<file path="src/rtl/fsm_multi_pkg.sv">
// Shared types and parameter checks for the multi-channel A-sequence controller.
package fsm_multi_pkg;

   typedef enum logic [1:0] {
      ST_IDLE  = 2'b00,
      ST_START = 2'b01,
      ST_STOP  = 2'b10,
      ST_CLEAR = 2'b11
   } state_t;

   localparam int DEB_MIN = 1;
   localparam int DEB_MAX = 15;

   function automatic logic deb_legal(input int deb);
      return (deb >= DEB_MIN) && (deb <= DEB_MAX);
   endfunction

endpackage

</file>
<file path="src/rtl/fsm_multi_chan.sv">
// One channel: input debounce, four-phase sequencer, dwell timeout,
// saturating completion counter and sticky timeout flag.
module fsm_multi_chan
   import fsm_multi_pkg::*;
#(
   parameter int DEB   = 3,
   parameter int TO_W  = 8,
   parameter int CNT_W = 8
) (
   input  logic             Clock,
   input  logic             Reset,
   input  logic             En,
   input  logic             Clr,
   input  logic [TO_W-1:0]  Timeout,
   input  logic             A,
   output logic             K1,
   output logic             K2,
   output logic [1:0]       state,
   output logic [CNT_W-1:0] done_cnt,
   output logic             to_flag
);

   localparam logic [3:0]       DC_LAST  = 4'(DEB - 1);
   localparam logic [CNT_W-1:0] DONE_MAX = {CNT_W{1'b1}};
   localparam logic [TO_W-1:0]  TO_ZERO  = {TO_W{1'b0}};
   localparam logic [TO_W-1:0]  TO_ONE   = TO_W'(1'b1);

   logic             af_r;
   logic [3:0]       dc_r;
   state_t           st_r;
   logic [TO_W-1:0]  dwell_r;
   logic [CNT_W-1:0] done_r;
   logic             flag_r;
   logic             k1_r;
   logic             k2_r;

   state_t           next_st_s;
   logic             adv_s;
   logic             expire_s;
   logic             complete_s;

   // Next-phase decision from the filtered input; unknown codes fall back to Idle.
   always_comb begin
      adv_s     = 1'b0;
      next_st_s = st_r;
      case (st_r)
         ST_IDLE: begin
            adv_s     = af_r;
            next_st_s = af_r ? ST_START : ST_IDLE;
         end
         ST_START: begin
            adv_s     = !af_r;
            next_st_s = af_r ? ST_START : ST_STOP;
         end
         ST_STOP: begin
            adv_s     = af_r;
            next_st_s = af_r ? ST_CLEAR : ST_STOP;
         end
         ST_CLEAR: begin
            adv_s     = !af_r;
            next_st_s = af_r ? ST_CLEAR : ST_IDLE;
         end
         default: begin
            adv_s     = 1'b1;
            next_st_s = ST_IDLE;
         end
      endcase
      // A pending transition always beats the dwell limit.
      expire_s   = (Timeout != TO_ZERO) && (st_r != ST_IDLE) && !adv_s &&
                   (dwell_r == (Timeout - TO_ONE));
      complete_s = adv_s && (st_r == ST_CLEAR);
   end

   // Channel state, debounce, dwell, counters and registered outputs.
   always_ff @(posedge Clock) begin
      if (!Reset) begin
         af_r    <= 1'b0;
         dc_r    <= 4'd0;
         st_r    <= ST_IDLE;
         dwell_r <= TO_ZERO;
         done_r  <= {CNT_W{1'b0}};
         flag_r  <= 1'b0;
         k1_r    <= 1'b0;
         k2_r    <= 1'b0;
      end else begin
         if (En) begin
            if (A == af_r) begin
               dc_r <= 4'd0;
            end else if (dc_r == DC_LAST) begin
               af_r <= A;
               dc_r <= 4'd0;
            end else begin
               dc_r <= dc_r + 4'd1;
            end

            k2_r <= adv_s && (st_r == ST_STOP);
            k1_r <= (st_r == ST_CLEAR) && af_r && !expire_s;

            if (adv_s) begin
               st_r    <= next_st_s;
               dwell_r <= TO_ZERO;
            end else if (expire_s) begin
               st_r    <= ST_IDLE;
               dwell_r <= TO_ZERO;
            end else if (st_r == ST_IDLE) begin
               dwell_r <= TO_ZERO;
            end else begin
               dwell_r <= dwell_r + TO_ONE;
            end
         end else begin
            k1_r <= 1'b0;
            k2_r <= 1'b0;
         end

         if (Clr) begin
            done_r <= {CNT_W{1'b0}};
            flag_r <= 1'b0;
         end else begin
            if (En && expire_s) begin
               flag_r <= 1'b1;
            end
            if (En && complete_s && (done_r != DONE_MAX)) begin
               done_r <= done_r + CNT_W'(1'b1);
            end
         end
      end
   end

   assign K1       = k1_r;
   assign K2       = k2_r;
   assign state    = st_r;
   assign done_cnt = done_r;
   assign to_flag  = flag_r;

endmodule

</file>
<file path="src/rtl/fsm_multi.sv">
// CH independent A-sequence channels packed onto flat output buses.
module fsm_multi
   import fsm_multi_pkg::*;
#(
   parameter int CH    = 4,
   parameter int DEB   = 3,
   parameter int TO_W  = 8,
   parameter int CNT_W = 8
) (
   input  logic                Clock,
   input  logic                Reset,
   input  logic                En,
   input  logic                Clr,
   input  logic [TO_W-1:0]     Timeout,
   input  logic [CH-1:0]       A,
   output logic [CH-1:0]       K1,
   output logic [CH-1:0]       K2,
   output logic [2*CH-1:0]     state,
   output logic [CH*CNT_W-1:0] done_cnt,
   output logic [CH-1:0]       to_flag
);

   if (!deb_legal(DEB)) begin : g_deb_range
      $error("fsm_multi: DEB must lie in 1..15");
   end

   for (genvar gi = 0; gi < CH; gi++) begin : g_ch
      fsm_multi_chan #(
         .DEB   (DEB),
         .TO_W  (TO_W),
         .CNT_W (CNT_W)
      ) u_chan (
         .Clock    (Clock),
         .Reset    (Reset),
         .En       (En),
         .Clr      (Clr),
         .Timeout  (Timeout),
         .A        (A[gi]),
         .K1       (K1[gi]),
         .K2       (K2[gi]),
         .state    (state[2*gi +: 2]),
         .done_cnt (done_cnt[gi*CNT_W +: CNT_W]),
         .to_flag  (to_flag[gi])
      );
   end

endmodule

</file>
<file path="config.mk">
export PLATFORM = sky130hd
export DESIGN_NAME = fsm_multi
export DESIGN_NICKNAME = d
export VERILOG_FILES = /design/src/rtl/fsm_multi_pkg.sv /design/src/rtl/fsm_multi_chan.sv /design/src/rtl/fsm_multi.sv
export SDC_FILE = /design/constraint.sdc
export NUM_CORES = 1
export LEC_CHECK = 0
export CAP_MARGIN = 20
export CORE_MARGIN = 3
export CORE_UTILIZATION = 63
export CTS_BUF_LIST = sky130_fd_sc_hd__clkbuf_4 sky130_fd_sc_hd__clkbuf_8
export DETAILED_ROUTE_END_ITERATION = 6
export HOLD_SLACK_MARGIN = 0.1
export PLACE_DENSITY = 0.88
export SKIP_LAST_GASP = 1
export SLEW_MARGIN = 10
export SYNTH_ARGS = -nofsm -noshare
export SYNTH_HDL_FRONTEND = slang
export SYNTH_SLANG_ARGS = --single-unit
</file>
<file path="constraint.sdc">
create_clock -name Clock -period 5.4 [get_ports Clock]
set_clock_uncertainty 0.1 [all_clocks]
set_input_delay 1.08 -clock Clock [delete_from_list [all_inputs] [get_ports Clock]]
set_output_delay 1.08 -clock Clock [all_outputs]
set_load 0.01 [all_outputs]
</file>
==> key figures <==
Outcome
  • Status: finished, final reports clean

STA
  • Setup_tns: 0 ps
  • Setup ws final: 1090 ps
  • Worst Tran Pin Value: 903 ps
  • Max-slew violations: 0
  • Hold Slack: 405 ps
  • Fin crit share: 79.9%
  • Unrepaired setup endpoints after global routing: false
  • Worst rel slew slack: 39.2%
  • Final-report setup violation count: 0
  • Final min period: 4310 ps
  • Maximum operating frequency: 0.232 GHz
  • Final Hold Fails: 0

Synth
  • EDFF count, synth: 0
  • Mean area per synthesized cell: 8.29 µm²
  • Ys flop type: dfxtp_1
  • Flop and latch count out of synthesis: 104
  • Unique masters post-synth: 66
  • Post-synth ARST share: 0%
  • Register area share after synthesis: 35.1%
  • Post-Syn Area: 5940 µm²
  • Cells after Synth: 716
  • Mapped Nets: 754
  • YS warnings: 0

Hold path
  • Hold Crit Class: register to register

Clocking
  • CTS tree: done
  • Hold-fix buffers at CTS: 0
  • Clock buffer depth: 2
  • Setup bufs post-CTS: 0
  • CTS buffer count: 9
  • # resized after CTS: 0
  • Clock-pin slew on the worst setup and hold paths: 110 ps
  • Worst skew pair latency: 380 ps
  • H-tree Lvls: 3
  • Clk root buf: clkbuf_8
  • Clock sink total: 104

Die
  • I/O pins: 68
  • Core Box Area: 8930 µm²
  • Initial Utilization: 66.4%
  • Row count: 34
  • Die Span Y: 103 µm
  • Full die area: 10600 µm²
  • Die X: 103 µm

Cells and area
  • Nets: 789
  • Area grow syn2layout: 13.8%
  • Most common cell after layout, fill and taps aside: dfxtp_1
  • Finished Cell Area: 6760 µm²
  • Non-Filler Instances: 864
  • Most frequent cells in the layout: 104 x dfxtp_1, 77 x nor2_1, 66 x clkdlybuf4s50_1, 51 x nand2_1, 48 x a21oi_1
  • Layout cells sized above 1: 4.50%
  • Util after Layout: 75.6%
  • Antenna fix cells: 0

Detailed routing
  • Vias per cell: 6.05
  • Met2 wire length: 7090 µm
  • Metal-1 WL: 5960 µm
  • Initial DRC count: 242
  • Met3 wire len: 805 µm
  • WL/cell: 16.4 µm
  • Final Routed Wirelength: 14100 µm
  • Top Layer Used: met4
  • DRT Pass-1 Iters: 6
  • Routed Antenna Nets: 0
  • Via count: 5225
  • DRC: 0

Critical path
  • WS Path Type: input pin to register
  • Worst setup SP type: input pin
  • Required time worst endpoint: 5560 ps
  • Worst Path Max Fanout: 9
  • CP arrival: 4470 ps
  • Critical path endpoint category: register

Placed design
  • Final HPWL DP: 10100 µm
  • Placed insts: 848
  • GPL Wtd Cong: 0.880
  • Setup slack after placement: 805 ps
  • Port bufs: 67
  • DP Area: 6530 µm²

Global route
  • Vias in the first global route: 5183
  • GRT Resource Usage Total: 27.5%
  • Initial antenna violation count: 0
  • First-pass GRT wire length: 23700 µm
  • Largest net degree at the start of global routing: 49
  • Grt total ovfl: 0

Power and ir drop
  • VDD IR-drop max: 0.159 mV
  • Leak: 2.53 nW
  • Post-layout total power: 1.41 mW
  • Pwr dens: 209 nW/µm²

Job
  • Max-cap violation count: 0
-- path summary, 6_finish.rpt --
check / start / endpoint / slack [ps] / cells after the start
worst min register to register: g_ch[1].u_chan.to_flag / g_ch[1].u_chan.to_flag / 400 / 1
worst max register to register: g_ch[0].u_chan.state[0] / g_ch[0].u_chan.state[0] / 2350 / 9
worst min-delay path: g_ch[1].u_chan.to_flag / g_ch[1].u_chan.to_flag / 400 / 1
worst max-delay path: Timeout[0] / g_ch[0].u_chan.state[0] / 1090 / 10
-- sequential cells by signal (all words and copies together) (netlist names) --
name                  count
g_ch.u_chan.to_flag       4
g_ch.u_chan.af_r          4
g_ch.u_chan.dc_r         16
g_ch.u_chan.done_cnt     32
g_ch.u_chan.dwell_r      32
g_ch.u_chan.K1            4
g_ch.u_chan.state         8
g_ch.u_chan.K2            4
-- critical path, cell delays in order --
cell	delay (ps)
clkdlybuf4s50_1	630
inv_1	220
ha_1	300
nor3b_2	590
xnor2_1	200
nand4_1	190
nor4_1	710
o21ai_0	270
mux2i_1	220
nor2_1	50
-- metal layers --
metal	GRT usage (%)	vias to the layer above
met1	33.0	2461
met5	0	-
met3	6.50	27
met2	48.9	153
li1	-	2584
met4	7.97	0
-- kinds of logic (layout without fill, tap and decap cells) --
group | Yosys count | in the layout | share of synthesized area, %
and+or+nand+nor | 304 | 304 | 27.3
AOI/OAI and AO/OA | 135 | 135 | 13.6
DFF | 104 | 104 | 35.1
buffers and inverters | 72 | 112 | 5.61
xor gates and xnor gates | 68 | 68 | 11.9
adders and majority gates | 22 | 22 | 4.64
muxes | 11 | 11 | 1.88
-- cell type report --
type                       instances  area (µm²)
clock buffer                       9         124
clock inverter                     7         100
inverter                          24        90.1
multi-input combinational        540        3520
fill                             668        2180
timing repair buffer              72         703
tap                              108         135
sequential                       104        2080
-- synth_stat cells, drive strengths merged, types with 3 or more instances --
cell type | count | area share [%]
a211oi | 4 | 0.51
a21o | 4 | 0.51
a21oi | 48 | 4.0
a31oi | 4 | 0.42
and2 | 5 | 0.57
and3 | 30 | 3.2
and4b | 3 | 0.57
buf | 20 | 2.3
clkbuf | 28 | 1.8
dfxtp | 104 | 35
ha | 22 | 4.6
inv | 24 | 1.5
mux2i | 10 | 1.7
nand2 | 51 | 3.2
nand2b | 4 | 0.42
nand3 | 37 | 3.1
nand4 | 17 | 1.8
nand4b | 3 | 0.44
nor2 | 78 | 5.2
nor2b | 4 | 0.42
nor3 | 23 | 2.0
nor3b | 12 | 1.6
nor4 | 12 | 1.5
o21a | 4 | 0.51
o21ai | 47 | 4.0
o31ai | 4 | 0.51
or3 | 9 | 0.95
or3b | 4 | 0.59
xnor2 | 30 | 4.4
xnor3 | 7 | 2.7
xor2 | 30 | 4.4
-- power by group --
group | internal [mW] | total (mW) | switching, mW
Sequential | 0.769 | 0.773 | 0.00329
Clock | 0.229 | 0.529 | 0.300
Combinational | 0.0428 | 0.114 | 0.0708
Power figures use the tool's default switching activity.
